==> src/rtl/inst_fetch_buffer.sv <==
// Instruction fetch buffer: issues word fetches, queues returned words with their PC, handles redirects.
// Latency: a response is visible at the queue head the cycle after it arrives (no bypass).
// Backpressure: requests are credit-limited by queue space plus in-flight count; out_ready stalls the head.
module inst_fetch_buffer #(
    parameter int              PC_W      = 64,
    parameter int              DEPTH     = 4,
    parameter int              MAX_OUTST = 2,
    parameter logic [PC_W-1:0] RESET_PC  = PC_W'(64'h8000_0000)
) (
    input  logic            clk,
    input  logic            rst,
    input  logic            redirect_valid,
    input  logic [PC_W-1:0] redirect_pc,
    output logic            req_valid,
    input  logic            req_ready,
    output logic [PC_W-1:0] req_addr,
    input  logic            resp_valid,
    input  logic [31:0]     resp_inst,
    input  logic            resp_err,
    output logic            out_valid,
    input  logic            out_ready,
    output logic [PC_W-1:0] out_pc,
    output logic [31:0]     out_inst,
    output logic            out_err
);

    localparam int PTR_W = $clog2(DEPTH);
    localparam int CNT_W = $clog2(DEPTH + 1);
    localparam int OUT_W = $clog2(MAX_OUTST + 1);
    localparam int SUM_W = ((CNT_W > OUT_W) ? CNT_W : OUT_W) + 1;
    localparam logic [31:0] NOP_INST = 32'h0000_0013;

    // Queue storage; contents are only meaningful between rd_ptr and wr_ptr, so no reset.
    logic [PC_W-1:0] q_pc   [DEPTH];
    logic [31:0]     q_inst [DEPTH];
    logic            q_err  [DEPTH];

    logic [PC_W-1:0]  fetch_pc;
    logic [PC_W-1:0]  resp_pc;
    logic [PTR_W-1:0] wr_ptr;
    logic [PTR_W-1:0] rd_ptr;
    logic [CNT_W-1:0] count;
    logic [CNT_W-1:0] count_nxt;
    logic [OUT_W-1:0] outstanding;
    logic [OUT_W-1:0] outstanding_nxt;
    logic [OUT_W-1:0] drop;
    logic [SUM_W-1:0] credit_used;
    logic [PC_W-1:0]  redirect_aligned;

    logic req_fire;
    logic resp_take;
    logic push;
    logic pop;

    assign redirect_aligned = redirect_pc & ~PC_W'(3);

    // Every queued word or in-flight request holds one queue slot, so a response always has room.
    assign credit_used = SUM_W'(count) + SUM_W'(outstanding);
    assign req_valid   = rst && !redirect_valid
                         && (credit_used < SUM_W'(DEPTH))
                         && (outstanding < OUT_W'(MAX_OUTST));
    assign req_addr    = fetch_pc;
    assign req_fire    = req_valid && req_ready;

    // A response with nothing outstanding is a protocol violation and is ignored outright.
    assign resp_take = resp_valid && (outstanding != '0);
    // Words still owed to a superseded fetch stream are swallowed while drop is non-zero.
    assign push      = resp_take && (drop == '0) && !redirect_valid;
    assign pop       = out_valid && out_ready && !redirect_valid;

    assign out_valid = (count != '0);
    assign out_pc    = q_pc[rd_ptr];
    assign out_inst  = out_valid ? q_inst[rd_ptr] : NOP_INST;
    assign out_err   = out_valid && q_err[rd_ptr];

    // In-flight request count: +1 per accepted request, -1 per accepted response.
    always_comb begin
        outstanding_nxt = outstanding;
        if (req_fire && !resp_take) begin
            outstanding_nxt = outstanding + OUT_W'(1);
        end else if (!req_fire && resp_take) begin
            outstanding_nxt = outstanding - OUT_W'(1);
        end
    end

    // Queue occupancy: simultaneous push and pop leaves it unchanged, even when full.
    always_comb begin
        count_nxt = count;
        if (push && !pop) begin
            count_nxt = count + CNT_W'(1);
        end else if (pop && !push) begin
            count_nxt = count - CNT_W'(1);
        end
    end

    // Control state; a redirect flushes the queue and marks every still-owed response for dropping.
    always_ff @(posedge clk or negedge rst) begin
        if (!rst) begin
            fetch_pc    <= RESET_PC;
            resp_pc     <= RESET_PC;
            wr_ptr      <= '0;
            rd_ptr      <= '0;
            count       <= '0;
            outstanding <= '0;
            drop        <= '0;
        end else begin
            outstanding <= outstanding_nxt;
            if (redirect_valid) begin
                fetch_pc <= redirect_aligned;
                resp_pc  <= redirect_aligned;
                drop     <= outstanding_nxt;
                wr_ptr   <= '0;
                rd_ptr   <= '0;
                count    <= '0;
            end else begin
                if (req_fire) begin
                    fetch_pc <= fetch_pc + PC_W'(4);
                end
                if (resp_take && (drop != '0)) begin
                    drop <= drop - OUT_W'(1);
                end
                if (push) begin
                    resp_pc <= resp_pc + PC_W'(4);
                    wr_ptr  <= wr_ptr + PTR_W'(1);
                end
                if (pop) begin
                    rd_ptr <= rd_ptr + PTR_W'(1);
                end
                count <= count_nxt;
            end
        end
    end

    // Write the accepted word with the PC of the request it answers at the queue tail.
    always_ff @(posedge clk) begin
        if (push) begin
            q_pc[wr_ptr]   <= resp_pc;
            q_inst[wr_ptr] <= resp_inst;
            q_err[wr_ptr]  <= resp_err;
        end
    end

endmodule

==> config.mk <==
export PLATFORM = sky130hd
export DESIGN_NAME = inst_fetch_buffer
export DESIGN_NICKNAME = d
export VERILOG_FILES = /design/src/rtl/inst_fetch_buffer.sv
export SDC_FILE = /design/constraint.sdc
export NUM_CORES = 1
export LEC_CHECK = 0
export CAP_MARGIN = 20
export CORE_UTILIZATION = 39
export CTS_CLUSTER_DIAMETER = 40
export CTS_CLUSTER_SIZE = 8
export DETAILED_ROUTE_END_ITERATION = 8
export DONT_BUFFER_PORTS = 1
export PLACE_DENSITY = 0.49
export SETUP_SLACK_MARGIN = 0.05
export SLEW_MARGIN = 15
export SYNTH_ARGS = -nofsm -noshare
export SYNTH_HDL_FRONTEND = slang
export SYNTH_SLANG_ARGS = --single-unit
==> constraint.sdc <==
create_clock -name clk -period 9.15 [get_ports clk]
set_input_delay 2.2875 -clock clk [delete_from_list [all_inputs] [get_ports clk]]
set_output_delay 2.2875 -clock clk [all_outputs]
set_load 0.03 [all_outputs]
==> out/results.txt <==
NumNets Final -> 1628
placement row count -> 86
RR Startpoint -> req_addr[2]$_DFFE_PN0P_
share of layout cells above drive strength 1 -> 0.1873
clk slew on worst S/H paths -> 0.05 ns
Fin Clk Skew -> 0.03468 ns
via count -> 13356
DIE AREA -> 57720 um2
Post-DP Area -> 22920 um2
Final ANT Viol Nets -> 0
DR iter-0 viols -> 731
final worst path period share -> 0.6048
boundary pin count -> 266
residual DRC count -> 0
TNS Setup -> 0 ns
Post-synth EDFFs -> 380
Num CTS Buffers -> 93
Worst Tran Pin Value -> 1.085 ns
Die H -> 240.2 um
RSZ-0062 raised after global routing -> false
Hold Vio Cnt, Final -> 0
Area Growth Syn to Fin -> 16.96%
crit start category -> flop
placer congestion estimate -> 0.8044
Setup CP Type -> reg -> out
leakage dissipation -> 8.439 nW
Syn. warnings -> 0
flop2flop setup slack -> 5.78 ns
HPWL after DPL -> 37650 um
outcome -> complete, no violations
Core ar. -> 55630 um2
synthesis-stage register bit count -> 515
Max Fclk -> 180.7 MHz
top_reg_cell synth -> edfxtp_1
Min-Delay Path Depth -> 0
post-synthesis cell type count -> 69
CTS max path bufs -> 3
ys async rst share -> 0.2621
crit-path max FO -> 36
max incr delay on CP -> 0.90 ns
post-synthesis instance total -> 1477
sequential fraction of the synthesis area -> 0.6682
Die Span X -> 240.2 um
total clock sinks -> 515
clk root buf -> clkbuf_16
Min Hold Slack -> 0.5664 ns
min-delay worst type -> reg -> reg
vias per cell -> 5.737
peak supply drop -> 0.1911 mV
largest net degree at the start of global routing -> 138
cells on worst reg2reg path -> 6
cts repair resizes -> 0
Slew Limit Fails -> 0
Syn Area/Cell -> 14.99 um2
WL/cell -> 25.22 um
Post-CTS Repair Setup Buffers -> 0
Clock Latency Late Sink -> 0.64 ns
max-cap viol count -> 0
Setup-failing EPs final -> 0
H-tree Lvls -> 3
initial antenna violation count -> 0
Buffers on Ports -> 0
vias in the first global route -> 13714
crit-path cells -> buf_4 -> mux4_2 -> or2_2
drt total wl -> 58700 um
number of inserted diodes -> 0
Synth Cell Area -> 22140 um2
DRT Pass-1 Iters -> 5
first-pass GRT wire length -> 89130 um
max_slew headroom -> 0.2713
CP Capture Type -> primary output
final core utilization -> 0.4654
Reg2Reg Capture Point -> req_addr[46]$_DFFE_PN0P_
CTS tree -> done
grt ovf -> 0
arrival time at the worst endpoint -> 3.25 ns
Initial Utilization -> 0.3979
post-route cell area -> 25890 um2
slowest CP cell -> dfrtp_4
pwr dens -> 290.9 nW/um2
Tot GR Track Use -> 0.2083
final critical-path required period -> 5.534 ns
Worst Hold Path EP -> q_pc[0][14]$_DFFE_PP_
Hold-fix buffers, CTS -> 0
Hold Path Origin -> resp_pc[14]$_DFFE_PN0N_
worst path required time -> 6.86 ns
total power -> 7.531 mW
-- power breakdown --
part           leakage, nW  switching, mW  total, mW  internal, mW
clock network         1.42           1.15       3.25          2.10
registers             5.03          0.295       2.96          2.66
logic                 1.99          0.861       1.32         0.462
-- cells in the mapped netlist, types with 12 or more instances --
master | instances | share of area
nor4_1 | 18 | 0.0051
buf_2 | 14 | 0.0032
or4_1 | 23 | 0.0078
nor2_1 | 49 | 0.0083
nor3_1 | 25 | 0.0057
nand2_1 | 124 | 0.021
o21ai_0 | 51 | 0.012
edfxtp_1 | 380 | 0.52
mux4_2 | 95 | 0.097
a31oi_1 | 33 | 0.0093
clkbuf_1 | 50 | 0.0085
dfrtp_1 | 133 | 0.15
xnor2_1 | 35 | 0.014
nand3_1 | 73 | 0.017
xor2_1 | 16 | 0.0063
and2_1 | 42 | 0.012
nand4_1 | 46 | 0.013
o31ai_1 | 18 | 0.0061
o211ai_1 | 23 | 0.0078
and3_1 | 27 | 0.0076
or2_2 | 12 | 0.0034
inv_1 | 24 | 0.0041
o311ai_0 | 33 | 0.013
-- state kept, by name (all words and copies together) (netlist names) --
signal / count
count: 3
resp_pc: 62
q_pc: 248
req_addr: 62
q_inst: 128
drop: 2
rd_ptr: 2
q_err: 4
outstanding: 2
wr_ptr: 2
-- layer usage --
metal,vias up,GRT usage,part of all wire
li1,5969,-,-
met1,6911,0.2867,0.45
met2,405,0.3177,0.46
met3,71,0.06085,0.077
met4,0,0.06427,0.017
met5,-,0,0
-- worst max-delay path by stage --
stage | end | depth (start not counted) | slack, ns | startpoint
4_1_cts | out_inst[0] | 3 | 3.46 | rd_ptr[0]$_DFFE_PN0P_
5_1_grt | out_inst[4] | 3 | 3.35 | rd_ptr[0]$_DFFE_PN0P_
6_report | out_inst[0] | 3 | 3.62 | rd_ptr[0]$_DFFE_PN0P_
2_1_floorplan | q_err[0]$_DFFE_PP_ | 4 | 3.43 | redirect_valid
3_5_place_dp | req_valid | 2 | 3.79 | redirect_valid
3_3_place_gp | req_valid | 2 | 3.79 | redirect_valid
-- metrics by stage --
step | worst slack (ns) | instances
after global placement | 3.790 | 2167
after CTS | 3.458 | 2328
after global routing | 3.354 | 2328
after detailed placement | 3.791 | 2168
after floorplan | 3.429 | 1480
final | 3.616 | 2328
-- critical path, delay by kind of cell (launching register included) --
family,cells,cell delay (ns)
flops,1,0.90
buf+inv,1,0.68
mux,1,0.57
simple gates,1,0.39
-- layout by cell type (no fill, tap or decap), drive strengths merged, types with 6 or more instances in the layout --
| cell type | n |
|---|---|
| dfrtp | 133 |
| clkinv | 24 |
| o21ai | 51 |
| nor3 | 26 |
| ha | 9 |
| and2 | 43 |
| o31ai | 18 |
| or2 | 12 |
| nand4b | 6 |
| o31a | 11 |
| or4 | 24 |
| and3 | 28 |
| o311ai | 35 |
| a31oi | 33 |
| edfxtp | 380 |
| nand2 | 124 |
| clkinvlp | 10 |
| and4 | 9 |
| a21oi | 8 |
| clkbuf | 118 |
| xnor2 | 35 |
| inv | 26 |
| nand3 | 73 |
| bufinv | 7 |
| buf | 15 |
| nand2b | 8 |
| o211ai | 23 |
| mux4 | 95 |
| nor2 | 49 |
| mux2 | 11 |
| or3 | 11 |
| nor4 | 22 |
| nand4 | 47 |
| xor2 | 16 |
-- cell families after synthesis --
| kind of cell | share of synthesized area |
|---|---|
| buffers and inverters | 0.01848 |
| other | 0.0001694 |
| AOI/OAI and AO/OA | 0.06184 |
| muxes | 0.1045 |
| DFF | 0.6682 |
| xor gates and xnor gates | 0.02018 |
| and+or+nand+nor | 0.1206 |
| adders and majority gates | 0.005992 |
-- final cells by class --
class                           count  area, um2
Clock buffer                      118       2482
Clock inverter                     42      485.5
Fill cell                        4898      29740
Inverter                           25      93.84
Multi-Input combinational cell    865       6978
Sequential cell                   515      14800
Tap cell                          748      935.9
Timing Repair Buffer               15      116.4
(Power assumes the default switching activity.)
